==> config.mk <==
export PLATFORM = sky130hd
export DESIGN_NAME = memory_bus_arbiter
export DESIGN_NICKNAME = d
export VERILOG_FILES = /design/src/rtl/typedef_collection.sv /design/src/rtl/arbiter_hold_counter.sv /design/src/rtl/memory_bus_arbiter.sv
export SDC_FILE = /design/constraint.sdc
export NUM_CORES = 1
export LEC_CHECK = 0
export BUFFER_PORTS_ARGS = -buffer_cell sky130_fd_sc_hd__buf_2
export CAP_MARGIN = 25
export CORE_AREA = 2 2 117 119
export DETAILED_ROUTE_END_ITERATION = 7
export DIE_AREA = 0 0 119 121
export SLEW_MARGIN = 20
export SYNTH_ARGS = -nofsm -noshare
export SYNTH_HDL_FRONTEND = slang
export SYNTH_SLANG_ARGS = --single-unit
==> constraint.sdc <==
create_clock -name CLOCK -period 3.4 [get_ports CLOCK]
set_input_delay 0.17 -clock CLOCK [delete_from_list [all_inputs] [get_ports CLOCK]]
set_output_delay 0.17 -clock CLOCK [all_outputs]
set_load 0.1 [all_outputs]
==> src/rtl/typedef_collection.sv <==
// Shared types for the chipset: data words, memory access kinds,
// arbiter state/owner encodings and small arbitration helpers.
`ifndef REGSIZE
`define REGSIZE 32
`endif

package typedef_collection;

    typedef logic [`REGSIZE-1:0] DEFAULT_TYPE;

    typedef enum logic {
        MEMORY_READ  = 1'b0,
        MEMORY_WRITE = 1'b1
    } MEMORY_FLAG_TYPE;

    typedef enum logic [1:0] {
        ARB_IDLE  = 2'd0,
        ARB_OWN_A = 2'd1,
        ARB_OWN_B = 2'd2
    } ARB_STATE_TYPE;

    typedef enum logic [1:0] {
        ARB_NONE = 2'd0,
        ARB_A    = 2'd1,
        ARB_B    = 2'd2
    } ARB_OWNER_TYPE;

    // Choose a new owner from the requesting ports; ties go to the rr pointer.
    function automatic ARB_STATE_TYPE arb_pick(
        input logic a_req,
        input logic b_req,
        input logic prefer_a
    );
        ARB_STATE_TYPE pick;
        pick = ARB_IDLE;
        if (a_req && b_req) begin
            pick = prefer_a ? ARB_OWN_A : ARB_OWN_B;
        end else if (a_req) begin
            pick = ARB_OWN_A;
        end else if (b_req) begin
            pick = ARB_OWN_B;
        end
        return pick;
    endfunction

    function automatic ARB_OWNER_TYPE arb_owner_of(input ARB_STATE_TYPE s);
        ARB_OWNER_TYPE o;
        o = ARB_NONE;
        if (s == ARB_OWN_A) begin
            o = ARB_A;
        end else if (s == ARB_OWN_B) begin
            o = ARB_B;
        end
        return o;
    endfunction

endpackage

==> src/rtl/arbiter_hold_counter.sv <==
// Counts consecutive owned cycles of the current bus owner and flags
// when the owner has used its last cycle under contention.
module arbiter_hold_counter #(
    parameter int MAX_HOLD = 8,
    parameter int HOLD_W   = $clog2(MAX_HOLD + 1)
) (
    input  logic              CLOCK,
    input  logic              RESET,
    input  logic              clear,
    input  logic              inc,
    output logic [HOLD_W-1:0] count,
    output logic              at_limit
);

    always_ff @(posedge CLOCK or posedge RESET) begin
        if (RESET) begin
            count <= '0;
        end else if (clear) begin
            count <= '0;
        end else if (inc) begin
            count <= count + HOLD_W'(1);
        end
    end

    // Saturated counts still count as "at limit" so a late contender switches next edge.
    assign at_limit = (count >= HOLD_W'(MAX_HOLD - 1));

endmodule

==> src/rtl/memory_bus_arbiter.sv <==
// Two-master arbiter in front of memory_unit: round-robin on contention,
// bounded hold under contention, owner's access muxed onto the mem_* bus.
module memory_bus_arbiter
    import typedef_collection::*;
#(
    parameter int MAX_HOLD = 8
) (
    input  logic            CLOCK,
    input  logic            RESET,
    input  logic            a_req,
    input  MEMORY_FLAG_TYPE a_ctrl_bus,
    input  DEFAULT_TYPE     a_addr_bus,
    input  DEFAULT_TYPE     a_write_bus,
    output logic            a_gnt,
    output DEFAULT_TYPE     a_read_bus,
    input  logic            b_req,
    input  MEMORY_FLAG_TYPE b_ctrl_bus,
    input  DEFAULT_TYPE     b_addr_bus,
    input  DEFAULT_TYPE     b_write_bus,
    output logic            b_gnt,
    output DEFAULT_TYPE     b_read_bus,
    output MEMORY_FLAG_TYPE mem_ctrl_bus,
    output DEFAULT_TYPE     mem_addr_bus,
    output DEFAULT_TYPE     mem_write_bus,
    input  DEFAULT_TYPE     mem_read_bus,
    output ARB_OWNER_TYPE   arb_owner
);

    localparam int HOLD_W = $clog2(MAX_HOLD + 1);

    ARB_STATE_TYPE     state;
    ARB_STATE_TYPE     state_next;
    logic              rr_prefer_a;
    logic [HOLD_W-1:0] hold_count;
    logic              hold_at_limit;
    logic              hold_clear;
    logic              hold_inc;
    logic              hold_stay;
    logic              a_active;
    logic              b_active;

    always_comb begin
        state_next = state;
        unique case (state)
            ARB_IDLE: begin
                state_next = arb_pick(a_req, b_req, rr_prefer_a);
            end
            ARB_OWN_A: begin
                if (!a_req) begin
                    state_next = b_req ? ARB_OWN_B : ARB_IDLE;
                end else if (b_req && hold_at_limit) begin
                    state_next = ARB_OWN_B;
                end
            end
            ARB_OWN_B: begin
                if (!b_req) begin
                    state_next = a_req ? ARB_OWN_A : ARB_IDLE;
                end else if (a_req && hold_at_limit) begin
                    state_next = ARB_OWN_A;
                end
            end
            default: begin
                state_next = ARB_IDLE;
            end
        endcase
    end

    // Count only while the same master keeps the bus; any change or idle restarts it.
    assign hold_stay  = (state != ARB_IDLE) && (state_next == state);
    assign hold_clear = !hold_stay;
    assign hold_inc   = hold_stay && (hold_count != HOLD_W'(MAX_HOLD));

    arbiter_hold_counter #(
        .MAX_HOLD (MAX_HOLD),
        .HOLD_W   (HOLD_W)
    ) u_hold (
        .CLOCK    (CLOCK),
        .RESET    (RESET),
        .clear    (hold_clear),
        .inc      (hold_inc),
        .count    (hold_count),
        .at_limit (hold_at_limit)
    );

    always_ff @(posedge CLOCK or posedge RESET) begin
        if (RESET) begin
            state       <= ARB_IDLE;
            a_gnt       <= 1'b0;
            b_gnt       <= 1'b0;
            arb_owner   <= ARB_NONE;
            rr_prefer_a <= 1'b1;
        end else begin
            state     <= state_next;
            a_gnt     <= (state_next == ARB_OWN_A);
            b_gnt     <= (state_next == ARB_OWN_B);
            arb_owner <= arb_owner_of(state_next);
            if (state_next != state && state_next != ARB_IDLE) begin
                rr_prefer_a <= (state_next == ARB_OWN_B);
            end
        end
    end

    // An owner that has dropped req drives nothing, so a stale WRITE never reaches memory.
    assign a_active = a_gnt && a_req;
    assign b_active = b_gnt && b_req;

    always_comb begin
        mem_ctrl_bus  = MEMORY_READ;
        mem_addr_bus  = '0;
        mem_write_bus = '0;
        unique case (1'b1)
            a_active: begin
                mem_ctrl_bus  = a_ctrl_bus;
                mem_addr_bus  = a_addr_bus;
                mem_write_bus = a_write_bus;
            end
            b_active: begin
                mem_ctrl_bus  = b_ctrl_bus;
                mem_addr_bus  = b_addr_bus;
                mem_write_bus = b_write_bus;
            end
            default: begin
            end
        endcase
    end

    assign a_read_bus = a_gnt ? mem_read_bus : '0;
    assign b_read_bus = b_gnt ? mem_read_bus : '0;

endmodule

; ---- Word level (Yosys, flattened, before mapping)
; Index checks and enable logic that the tools add are counted.
[totals]
ff_bits = 11
output_inout_bits = 133
word_cells = 46
input_bits = 166
[op_classes]
n_reduce_logical = 11
mux = 19
order_cmp = 1
n_addsub = 1
n_eq_ne = 8
[ops]
columns = operator, count
row1 = $pmux W32 S2, 2
row2 = $mux W32, 2
row3 = $mux W2, 10
row4 = $logic_and A1 B1 Y1, 8
row5 = $mux W4, 2
row6 = $pmux W2 S3, 1
row7 = $add A4 B1 Y4 const B, 1
row8 = $eq A2 B1 Y1 const B, 2
row9 = $eq A2 B2 Y1 const B, 2
row10 = $ge A4 B3 Y1 const B, 1
row11 = $ne A4 B4 Y1 const B, 1
row12 = $reduce_bool A2 Y1, 2
row13 = $eq A2 B2 Y1, 1
row14 = $logic_not A2 Y1, 1
row15 = $ne A2 B2 Y1, 1
row16 = $ne A2 B2 Y1 const B, 1
row17 = $pmux W1 S2, 1
row18 = $mux W1, 1

; ---- Longest topological paths before layout
[logic_depth]
ltp_word = 10
depth_mapped = 5
ltp_nobuf = 5

; ---- Modules after synthesis
; From an unflattened synthesis, not the netlist that was laid out.
[hier_totals]
cells_unflattened = 207
hier_area_um2 = 1656.6
[modules_own_cells]
columns = mod, cells_each, instances, area_each_um2
row1 = memory_bus_arbiter, 189, 1, 1452.6
row2 = arbiter_hold_counter, 18, 1, 203.9

; ---- Worst setup path before layout
; OpenSTA, ideal clock, no wires.
[synth_path]
path_type = register to output
start = register, netlist name arb_owner[0]
end = output mem_addr_bus[10]
slack_ns = 0.914
path_buffers = 2
t_arrival_ns = 2.316
path_stages_with_launch = 5
t_required_ns = 3.230
cell_sequence = dfrtp_1 -> and2_1 -> buf_4 -> buf_2 -> a22o_1
[synth_lines]
columns = element, line_no
row1 = end: declaration, memory_bus_arbiter.sv:23  ; output DEFAULT_TYPE mem_addr_bus,

==> flow_metrics.env <==
export IMPL_setup_ws_ns=0.762
export IMPL_crit_chain="buf_4, and2_2, buf_4, a22o_1, buf_2"
export IMPL_max_slew_margin_rel=0.582
export IMPL_cpPeakStageDelay_ns=0.61
export IMPL_status="completed"
export IMPL_ys_ff_latch=9
export IMPL_port_buffers=298
export IMPL_clk_pin_slew_ns=0.04
export IMPL_place_gp_congestion=0.844
export IMPL_cts_path_max_buffers=2
export IMPL_final_util=0.256
export IMPL_pre_cts_ws_ns=1.01
export IMPL_synthTopCellsByArea="a22o_1 35%, and2_1 26%, dfrtp_1 12%"
export IMPL_cts_buffers=3
export IMPL_worstPathArrival_ns=2.47
export IMPL_finalNetCount=659
export IMPL_h_tree_depth=1
export IMPL_timing_final_crit_share=0.776
export IMPL_cts_resized=0
export IMPL_yosys_cell_types_count=32
export IMPL_endpoint_kind="output pin"
export IMPL_root_buffer="clkbuf_16"
export IMPL_cts_hold_fix_buffers=1
export IMPL_finClkSkew_ns=0.000585
export IMPL_grt_antenna_before_repair=0
export IMPL_hold_viol_final=0
export IMPL_rsz0062_at_grt="no"
export IMPL_drc_errors=0
export IMPL_cp_slowest_cell="and2_2"
export IMPL_ioPinCount=299
export IMPL_hold_class="primary input to flip-flop"
export IMPL_leakagePower_uw=0.00204
export IMPL_postSynthCellCount=206
export IMPL_fmax_mhz=379
export IMPL_tritoncts="yes"
export IMPL_grt_pass1_wl_mm=14.3
export IMPL_viasPerCell=4.17
export IMPL_startpoint="arb_owner[0]"
export IMPL_cp_required_ns=3.23
export IMPL_layout_min_cycle_time_ns=2.64
export IMPL_grt_overflow=0
export IMPL_cts_sinks=9
export IMPL_cp_max_fo=35
export IMPL_peakVddDrop_uv=263
export IMPL_syn_area_um2=1630
export IMPL_tightest_slew_ns=0.627
export IMPL_start_util=0.125
export IMPL_ys_warnings_count=0
export IMPL_ys_seq_area_frac=0.139
export IMPL_rr_startpoint="u_hold.count[0]"
export IMPL_ant_nets=0
export IMPL_syn_area_per_cell_um2=7.92
export IMPL_dieArea_um2=14400
export IMPL_synth_top_cell_area_share=0.349
export IMPL_wl_mm=10.5
export IMPL_coreArea_um2=13100
export IMPL_cp_start_kind="flip-flop"
export IMPL_first_pass_iters=4
export IMPL_critPathBufInv=3
export IMPL_final_cell_mix="298 x buf_2, 65 x a22o_1, 65 x and2_1"
export IMPL_drive_gt1_frac=0.635
export IMPL_max_cap_violations=0
export IMPL_syn_to_final_growth_pct=105
export IMPL_clock_latency_ns=0.24
export IMPL_dr_total_vias=2782
export IMPL_die_h_um=121
export IMPL_min_from="a_req"
export IMPL_grt_use_total=0.128
export IMPL_core_rowCount=42
export IMPL_die_w_um=119
export IMPL_post_drt_wl_per_cell_um=15.7
export IMPL_final_common_cell="buf_2"
export IMPL_slew_violations=0
export IMPL_p_per_area_nw_per_um2=599
export IMPL_dp_hpwl_mm=8.87
export IMPL_fin_setup_tns_ns=0
export IMPL_crit_type="flip-flop to output pin"
export IMPL_grt_max_degree=52
export IMPL_post_cts_buffers=0
export IMPL_synth_nets=374
export IMPL_yosys_area_top_type="a22o_1"
export IMPL_grt_pass1_vias=2395
export IMPL_cp_top_family="buffers and inverters"
export IMPL_cp_common_cell="buf_4"
export IMPL_setup_violations=0
export IMPL_drt_iter0_drc=165
## routing by layer
metal,track usage,part of all wire
met1,0.185,0.46
met2,0.191,0.45
met3,0.0235,0.075
met4,0.0402,0.020
met5,0,0
## stage by stage
stage / power [uW] / hold slack (ns) / cells / cell area, um^2
after global placement: 1790 / 0.164 / 661 / 3260
after CTS: 2010 / 0.234 / 666 / 3350
after floorplan: 1510 / -0.00280 / 206 / 1630
after global routing: 2060 / 0.250 / 666 / 3350
after detailed placement: 1790 / 0.165 / 661 / 3260
final: 2010 / 0.222 / 667 / 3350
## synthesized netlist by cell type
master / n
buf_2: 7
a22o_1: 65
nor3_1: 2
nand2_1: 4
nand3_1: 1
o211ai_1: 2
dfstp_2: 1
o311a_1: 2
nor2b_1: 2
a211o_1: 1
dfrtp_1: 8
buf_4: 8
o2111ai_1: 1
a21oi_1: 4
clkbuf_1: 6
ha_1: 2
a211oi_1: 1
a22oi_2: 1
a311oi_1: 1
and2_1: 67
a31oi_1: 2
buf_6: 1
nand2b_1: 1
clkbuf_2: 2
a21o_2: 1
inv_1: 6
o32ai_1: 1
mux2i_1: 1
xnor2_1: 1
nand3b_1: 2
xor2_1: 1
a21o_1: 1
## area by class of cell
type                    instances  area (um^2)
inverters                       6         22.5
multi-input cells             167         1250
diodes                          1         2.50
clock buffers                   4         78.8
repair buffers                304         1550
fillers                      1439         9740
flip-flops and latches          9          226
well taps                     176          220
## sequential cells by signal (all words and copies together), names as in the netlist
signal / flops
state: 2
u_hold.count: 4
arb_owner: 1
rr_prefer_a: 1
b_gnt: 1
## power breakdown
group	total, uW	internal (uW)	switching (uW)
Clock	215	157	57.7
Combinational	1650	290	1360
Sequential	143	125	17.9
Total	2010	572	1440
## path summary, 6_finish.rpt
kind,endpoint,slack (ns),cells after the start
max,mem_ctrl_bus,0.76,5
min in group asynchronous,u_hold.count[0],0.45,3
min reg2reg,rr_prefer_a,0.58,2
min,rr_prefer_a,0.22,2
max in group asynchronous,rr_prefer_a,2.64,3
max reg2reg,u_hold.count[3],1.85,4
## cell families after synthesis
| group | Yosys count | synth area share |
|---|---|---|
| buf+inv | 30 | 0.0989 |
| compound gates | 83 | 0.434 |
| simple gates | 79 | 0.296 |
| xor+xnor | 2 | 0.0107 |
| fa+ha+maj | 2 | 0.0153 |
| mux | 1 | 0.00614 |
| flops | 9 | 0.139 |
Note: power is estimated with default switching activity, not from simulation.
